`config.mk`:
```
export PLATFORM = sky130hd
export DESIGN_NAME = dotp_share_arb
export DESIGN_NICKNAME = d
export VERILOG_FILES = /design/src/rtl/dotp_share_arb.sv
export SDC_FILE = /design/constraint.sdc
export NUM_CORES = 1
export LEC_CHECK = 0
export ABC_AREA = 1
export CAP_MARGIN = 20
export CORE_AREA = 2 2 317 319
export CTS_BUF_LIST = sky130_fd_sc_hd__clkbuf_8 sky130_fd_sc_hd__clkbuf_16
export DETAILED_ROUTE_END_ITERATION = 10
export DIE_AREA = 0 0 319 321
export HOLD_SLACK_MARGIN = 0.12
export PLACE_DENSITY = 0.47
export REMOVE_ABC_BUFFERS = 1
export SLEW_MARGIN = 30
export SYNTH_ARGS = -nofsm -noshare
export SYNTH_HDL_FRONTEND = slang
export SYNTH_SLANG_ARGS = --single-unit
```
`constraint.sdc`:
```
create_clock -name clk -period 2.13 [get_ports clk]
set_input_delay 0.426 -clock clk [delete_from_list [all_inputs] [get_ports clk]]
set_output_delay 0.426 -clock clk [all_outputs]
set_load 0.02 [all_outputs]
```
`src/rtl/dotp_share_arb.sv`:
```
// Round-robin scheduler time-sharing one pipelined dot-product unit among NREQ requesters.
// Define DOTP_ARB_FIXED_PRIO_EN for strict lowest-index-first priority instead of round-robin.
module dotp_share_arb #(
  parameter int WIDTH = 16,
  parameter int QP    = 12,
  parameter int LEN   = 8,
  parameter int NREQ  = 2,
  parameter int LAT   = 3
) (
  input  logic                      clk,
  input  logic                      reset,
  input  logic [NREQ-1:0]           req_valid,
  output logic [NREQ-1:0]           req_ready,
  input  logic [NREQ*LEN*WIDTH-1:0] req_vec1_packed,
  input  logic [NREQ*LEN*WIDTH-1:0] req_vec2_packed,
  output logic [LEN*WIDTH-1:0]      dp_vec1_packed,
  output logic [LEN*WIDTH-1:0]      dp_vec2_packed,
  input  logic [WIDTH-1:0]          dp_result,
  output logic [NREQ-1:0]           resp_valid,
  output logic [WIDTH-1:0]          resp_data,
  output logic                      busy
);

  localparam int          VW = LEN * WIDTH;
  localparam int          IW = (NREQ > 1) ? $clog2(NREQ) : 1;
  localparam int unsigned NR = NREQ;

  if (NREQ < 2 || NREQ > 4 || LAT < 1 || LAT > 16 || QP < 0 || QP >= WIDTH) begin : g_bad_cfg
    $error("dotp_share_arb: unsupported parameter combination");
  end

  logic [NREQ-1:0]        gnt;
  logic [IW-1:0]          gnt_idx;
  logic                   hs;
  logic [LAT:0]           tag_vld;
  logic [LAT:0][IW-1:0]   tag_idx;

`ifndef DOTP_ARB_FIXED_PRIO_EN
  logic [IW-1:0]          ptr;
  int unsigned            cand;
`endif

  always_comb begin
    gnt     = '0;
    gnt_idx = '0;
`ifdef DOTP_ARB_FIXED_PRIO_EN
    for (int unsigned i = 0; i < NR; i++) begin
      if (req_valid[IW'(i)] && gnt == '0) begin
        gnt[IW'(i)] = 1'b1;
        gnt_idx     = IW'(i);
      end
    end
`else
    cand = 0;
    // Search starts one past the last grant and wraps modulo NREQ.
    for (int unsigned off = 1; off <= NR; off++) begin
      cand = 32'(ptr) + off;
      if (cand >= NR) cand = cand - NR;
      if (req_valid[IW'(cand)] && gnt == '0) begin
        gnt[IW'(cand)] = 1'b1;
        gnt_idx        = IW'(cand);
      end
    end
`endif
    if (reset) gnt = '0;
  end

  assign req_ready = gnt;
  assign hs        = |gnt;
  assign busy      = |tag_vld;

  always_ff @(posedge clk) begin
    if (reset) begin
      dp_vec1_packed <= '0;
      dp_vec2_packed <= '0;
      resp_valid     <= '0;
      resp_data      <= '0;
      tag_vld        <= '0;
      tag_idx        <= '0;
`ifndef DOTP_ARB_FIXED_PRIO_EN
      ptr            <= IW'(NREQ - 1);
`endif
    end else begin
      if (hs) begin
        dp_vec1_packed <= req_vec1_packed[32'(gnt_idx) * VW +: VW];
        dp_vec2_packed <= req_vec2_packed[32'(gnt_idx) * VW +: VW];
`ifndef DOTP_ARB_FIXED_PRIO_EN
        ptr            <= gnt_idx;
`endif
      end
      // Tag pipeline shifts every cycle so its last stage lines up with dp_result.
      tag_vld <= {tag_vld[LAT-1:0], hs};
      tag_idx <= {tag_idx[LAT-1:0], gnt_idx};
      if (tag_vld[LAT]) begin
        resp_valid <= NREQ'(1) << tag_idx[LAT];
        resp_data  <= dp_result;
      end else begin
        resp_valid <= '0;
      end
    end
  end

endmodule

```
==> results.sh, run 1 <==
export IMPL_gp_congestion=0.8060
export IMPL_dr_first_iter_drc_count=932
export IMPL_cts_setup_buffers=0
export IMPL_vdd_ir_drop_max_uv=391.1
export IMPL_coreArea_mm2=0.09928
export IMPL_cpMaxStageDelayCell="clkdlybuf4s50_1"
export IMPL_grt_start_max_net_pins=81
export IMPL_max_slew_margin_pct=55.24
export IMPL_async_flop_share_pct=0
export IMPL_die_y_um=321
export IMPL_port_buffer_count=808
export IMPL_hold_end="ptr$_SDFFE_PP1P_"
export IMPL_regToRegSetupSlack_ps=400
export IMPL_drc=0
export IMPL_postCtsHoldBufs=0
export IMPL_path_clk_slew_ps=60
export IMPL_antenna_found_initial=2
export IMPL_yosys_most_used_dff="dfxtp_1"
export IMPL_drive_gt1_share_pct=7.780
export IMPL_whs_ps=174.4
export IMPL_path_depth=1
export IMPL_cts_max_path_buffers=3
export IMPL_grt_pass1_wl_mm=105.5
export IMPL_netlist_area_mm2=0.01622
export IMPL_final_cell_count_no_fill=4730
export IMPL_synth_yosys_seq_area_share_pct=34.94
export IMPL_max_freq_ghz=0.4935
export IMPL_powerDensity_mw_per_mm2=670.8
export IMPL_rsz0062_at_grt="false"
export IMPL_required_ps=1700
export IMPL_cp_slowest_stage_delay_ps=730
export IMPL_tritoncts="built"
export IMPL_critPathKind="register to primary output"
export IMPL_static_leakage_power_nw=12.61
export IMPL_cts_resized=6
export IMPL_end_kind="primary output"
export IMPL_min_delay_start="req_valid[1]"
export IMPL_hp_class="input pin to register"
export IMPL_worst_path_dominant_cell_family="buffers and inverters"
export IMPL_worst_setup_path_start_kind="register"
export IMPL_maxSlewViolCount=0
export IMPL_cts_root_buffer="clkbuf_16"
export IMPL_setup_viol=0
export IMPL_hold_viol_final=0
export IMPL_rr_worst_depth=9
export IMPL_area_growth_synth_to_final_pct=69.38
export IMPL_synth_top_area_cell="dfxtp_1"
export IMPL_detailed_place_hpwl_mm=55.08
export IMPL_cts_htree_levels=2
export IMPL_stdcell_area_mm2=0.02747
export IMPL_synthDistinctLibCells=19
export IMPL_worstPathCellList="clkdlybuf4s50_1"
export IMPL_die_area_mm2=0.1024
export IMPL_fin_crit_sh_pct=95.14
export IMPL_antenna_cells=0
export IMPL_clock_sinks=283
export IMPL_synth_top_area_share_pct=34.94
export IMPL_critPathBufInv=1
export IMPL_tightest_slew_ps=671.3
export IMPL_start_util_pct=16.34
export IMPL_hold_path_depth=3
export IMPL_dp_cells=4659
export IMPL_insertion_delay_ps=540
export IMPL_wl_per_cell_um=15.13
export IMPL_grt_pass1_vias=17620
export IMPL_drt_pass1_iterations=6
export IMPL_ys_ff_latch=283
export IMPL_vias=18650
export IMPL_nets=3934
export IMPL_drv_cap=0
export IMPL_synth_edf_count=0
export IMPL_worstPathMaxFanout=2
export IMPL_grt_total_usage_pct=13.13
export IMPL_rows=116
export IMPL_skew_ps=17.43
export IMPL_status="completed"
export IMPL_r2r_end="dp_vec1_packed[123]$_SDFFE_PP0P_"
export IMPL_place_area_mm2=0.02612
export IMPL_detail_route_antenna_nets=0
export IMPL_synth_cells=2640
export IMPL_synth_area_per_cell_um2=6.143
export IMPL_boundaryPins=809
export IMPL_yosysWarnings=0
export IMPL_fin_crit_ps=2026
export IMPL_cts_buffers=39
export IMPL_r2r_start="ptr$_SDFFE_PP1P_"
export IMPL_critical_path_arrival_ps=1600
export IMPL_viasPerCell=3.943
export IMPL_die_w_um=319
export IMPL_synthTopCellsByArea="dfxtp_1 35%, nand2_1 18%, nand3_1 14%"
export IMPL_totalWireLength_mm=71.56
export IMPL_gr_total_overflow=0
-- registers in the layout, indices dropped and copies added (netlist names) --
register / count
tag_vld: 4
dp_vec2_packed: 128
tag_idx: 4
resp_data: 16
ptr: 1
resp_valid: 2
dp_vec1_packed: 128
-- cells by family (layout without fill, tap and decap cells) --
group / Yosys count / count (layout) / synth area share (%)
flip-flops: 283 / 283 / 34.94
AND/OR/NAND/NOR: 1583 / 1583 / 42.22
AO/OA/AOI/OAI: 273 / 273 / 8.441
buffers and inverters: 501 / 1293 / 14.40
-- where the power goes --
part | total, W | switching, W | internal, W
Sequential | 0.00603 | 0.000245 | 0.00579
Clock | 0.00684 | 0.00256 | 0.00428
Combinational | 0.00555 | 0.00285 | 0.00270
-- how the worst max path moves through the flow --
stage                                    startpoint                               end  slack [ps]
floorplan                                     reset                      req_ready[0]      -12810
global placement                              reset  dp_vec1_packed[101]$_SDFFE_PP0P_        -260
detailed placement                            reset    dp_vec2_packed[8]$_SDFFE_PP0P_        -270
CTS                 dp_vec1_packed[34]$_SDFFE_PP0P_                dp_vec1_packed[34]          10
global route        dp_vec1_packed[54]$_SDFFE_PP0P_                dp_vec1_packed[54]          10
finish              dp_vec1_packed[18]$_SDFFE_PP0P_                dp_vec1_packed[18]         100
-- Yosys cell counts (all sizes together) (16+ instances only) --
cell type,instances
nand3,514
dfxtp,283
nor2,294
o21ai,16
buf,178
nand2,772
clkbuf,55
inv,267
a21oi,256
-- cell usage in the layout, fill, tap and decap left out, drive strengths merged --
| master | netlist | routed |
|---|---|---|
| nor2 | 294 | 294 |
| o211ai | 1 | 1 |
| buf | 178 | 148 |
| bufinv | 0 | 3 |
| a21oi | 256 | 256 |
| o21ai | 16 | 16 |
| dlygate4sd2 | 0 | 4 |
| dfxtp | 283 | 283 |
| nand2 | 772 | 772 |
| nor3 | 1 | 1 |
| and3 | 1 | 1 |
| clkinv | 1 | 6 |
| clkdlybuf4s50 | 0 | 799 |
| inv | 267 | 275 |
| clkbuf | 55 | 55 |
| nand4 | 1 | 1 |
| nand3 | 514 | 514 |
| clkinvlp | 0 | 1 |
| dlymetal6s2s | 0 | 2 |
-- cell type report --
type / count / area, µm²
clock buffers: 54 / 1205
clock inverters: 17 / 152.6
fillers: 11030 / 71810
inverters: 268 / 1013
multi-input cells: 1856 / 8250
flip-flops and latches: 283 / 5665
well taps: 1298 / 1624
repair buffers: 954 / 9557
-- per-layer routing --
layer  global-route usage [%]  vias to the layer above  part of all wire [%]
li1                         -                     9821                     -
met1                    14.76                     8217                    40
met2                    23.94                      533                    50
met3                    4.061                       81                   7.6
met4                    3.344                        0                   2.3
met5                        0                        -                     0
-- metrics by stage --
stage | utilization [%] | total power, W | setup slack [ps] | TNS, ps
after CTS | 27.67 | 0.01888 | 14.04 | 0
after global routing | 27.67 | 0.01955 | 10.65 | 0
after floorplan | - | 0.009206 | -12810 | -3121270
after detailed placement | 26.31 | 0.01178 | -271.5 | -39820
final | 27.67 | 0.01843 | 103.6 | 0
after global placement | 26.31 | 0.01178 | -258.5 | -34860
No activity file was read; power rests on OpenSTA's default activity.
==> run 2: changes to the inputs <==
--- a/config.mk
+++ b/config.mk
@@ -12,7 +12,7 @@
 export DETAILED_ROUTE_END_ITERATION = 10
 export DIE_AREA = 0 0 319 321
 export HOLD_SLACK_MARGIN = 0.12
-export PLACE_DENSITY = 0.47
+export PLACE_DENSITY_LB_ADDON = 0.3
 export REMOVE_ABC_BUFFERS = 1
 export SLEW_MARGIN = 30
 export SYNTH_ARGS = -nofsm -noshare
==> results.sh, run 2 (synthesis results as in run 1) <==
export IMPL_final_cell_count_no_fill=4724
export IMPL_cp_slowest_stage_delay_ps=700
export IMPL_multi_input_area_mm2=0.008262
export IMPL_p_sw_w=0.005660
export IMPL_regArea_mm2=0.005667
export IMPL_cts_max_path_buffers=3
export IMPL_tightest_slew_ps=543.4
export IMPL_fin_util_pct=27.70
export IMPL_max_slew_margin_pct=63.77
export IMPL_setup_viol=0
export IMPL_cts_buffers=38
export IMPL_wl_per_cell_um=14.81
export IMPL_clock_sinks=283
export IMPL_pwr_share_seq_pct=33.1
export IMPL_port_buffer_count=808
export IMPL_path_clk_slew_ps=60
export IMPL_critPathBufInv=1
export IMPL_clkPwrFrac_pct=36.3
export IMPL_worst_path_dominant_cell_family="buffers and inverters"
export IMPL_swShare_pct=31.12
export IMPL_rr_worst_depth=9
export IMPL_detail_route_antenna_nets=0
export IMPL_drive_gt1_share_pct=7.623
export IMPL_hp_class="input pin to register"
export IMPL_powerDensity_mw_per_mm2=661.3
export IMPL_max_freq_ghz=0.4870
export IMPL_fillerInstances=11040
export IMPL_drt_pass1_iterations=6
export IMPL_hold_viol_final=0
export IMPL_drc=0
export IMPL_nets=3927
export IMPL_rsz0062_at_grt="false"
export IMPL_vias=18850
export IMPL_grt_pass1_vias=17530
export IMPL_dp_cells=4651
export IMPL_skew_ps=11.32
export IMPL_maxSlewViolCount=0
export IMPL_static_leakage_power_nw=12.59
export IMPL_final_common_cell="clkdlybuf4s50_1"
export IMPL_place_area_mm2=0.02617
export IMPL_tritoncts="built"
export IMPL_worstPathMaxFanout=2
export IMPL_area_growth_synth_to_final_pct=69.58
export IMPL_coreArea_mm2=0.09928
export IMPL_gp_congestion=0.8085
export IMPL_boundaryPins=809
export IMPL_critical_path_arrival_ps=1630
export IMPL_gr_total_overflow=0
export IMPL_insertion_delay_ps=550
export IMPL_worst_setup_path_start_kind="register"
export IMPL_antenna_found_initial=3
export IMPL_worstPathCellList="clkdlybuf4s50_1"
export IMPL_totalWireLength_mm=69.97
export IMPL_die_w_um=319
export IMPL_fin_crit_ps=2053
export IMPL_grt_pass1_wl_mm=103.8
export IMPL_layout_common_cells="800 x clkdlybuf4s50_1, 769 x nand2_1, 462 x nand3_1"
export IMPL_status="completed"
export IMPL_rows=116
export IMPL_path_depth=1
export IMPL_die_y_um=321
export IMPL_vdd_ir_drop_max_uv=397.0
export IMPL_hold_path_depth=3
export IMPL_pwr_share_comb_pct=30.6
export IMPL_grt_start_max_net_pins=94
export IMPL_critPathKind="register to primary output"
export IMPL_cpMaxStageDelayCell="clkdlybuf4s50_1"
export IMPL_dr_first_iter_drc_count=949
export IMPL_fin_crit_sh_pct=96.40
export IMPL_timing_setup_tns_ps=0
export IMPL_cts_root_buffer="clkbuf_16"
export IMPL_viasPerCell=3.989
export IMPL_grt_total_usage_pct=12.88
export IMPL_start_util_pct=16.34
export IMPL_required_ps=1700
export IMPL_end_kind="primary output"
export IMPL_die_area_mm2=0.1024
export IMPL_detailed_place_hpwl_mm=53.81
export IMPL_p_int_w=0.01253
export IMPL_drv_cap=0
export IMPL_biggestRegsByFlops="dp_vec1_packed x128, dp_vec2_packed x128, resp_data x16"
export IMPL_stdcell_area_mm2=0.02750
export IMPL_cts_htree_levels=2
[run 2: layer usage]
metal / wire length, µm / part of all wire, % / global-route usage (%)
met1: 28630 / 41 / 15.08
met2: 34490 / 49 / 22.87
met3: 5123 / 7.3 / 3.495
met4: 1724 / 2.5 / 3.732
met5: 0 / 0 / 0
[run 2: power by group through the flow]
stage / clock, W / sequential, W / combinational, W
detailed placement: 0 / 0.00614 / 0.00564
global placement: 0 / 0.00612 / 0.00563
global route: 0.00710 / 0.00608 / 0.00611
finish: 0.00661 / 0.00602 / 0.00556
floorplan: 0 / 0.00671 / 0.00250
CTS: 0.00689 / 0.00603 / 0.00566
[run 2: repair_timing]
action                     CTS  global route
buffers inserted             0             2
hold buffers                 0             0
setup endpoints to repair    4             4
pin swaps                    1             1
gates resized for setup      9             3
[run 2: final timing paths]
check / start / endpoint / slack [ps]
setup reg to reg: ptr$_SDFFE_PP1P_ / dp_vec2_packed[125]$_SDFFE_PP0P_ / 360
hold reg to reg: tag_idx[0]$_SDFF_PP0_ / tag_idx[1]$_SDFF_PP0_ / 400
setup / recovery: dp_vec1_packed[101]$_SDFFE_PP0P_ / dp_vec1_packed[101] / 80
hold / removal: req_valid[1] / ptr$_SDFFE_PP1P_ / 190
[run 2: final cells by class]
cell class / count / share of cell area (%)
Sequential cell: 283 / 20.61
Timing Repair Buffer: 948 / 35.02
Inverter: 268 / 3.685
Tap cell: 1298 / 5.906
Clock buffer: 50 / 4.181
Antenna cell: 2 / 0.01820
Multi-Input combinational cell: 1856 / 30.04
Clock inverter: 19 / 0.5369
[run 2: stage by stage]
step	power (W)	hold WS, ps	setup WS (ps)
floorplan	0.009206	388.3	-12810
finish	0.01818	187.5	76.76
detailed placement	0.01177	394.6	-345.7
CTS	0.01857	182.5	2.783
global route	0.01929	207.4	6.424
global placement	0.01175	391.0	-362.5
==> run 3: changes to the inputs <==
--- a/config.mk
+++ b/config.mk
@@ -9,6 +9,7 @@
 export CAP_MARGIN = 20
 export CORE_AREA = 2 2 317 319
 export CTS_BUF_LIST = sky130_fd_sc_hd__clkbuf_8 sky130_fd_sc_hd__clkbuf_16
+export CTS_CLUSTER_SIZE = 24
 export DETAILED_ROUTE_END_ITERATION = 10
 export DIE_AREA = 0 0 319 321
 export HOLD_SLACK_MARGIN = 0.12
==> results of run 3 <==
The final DEF is identical to that of run 2; final timing and power are the same.
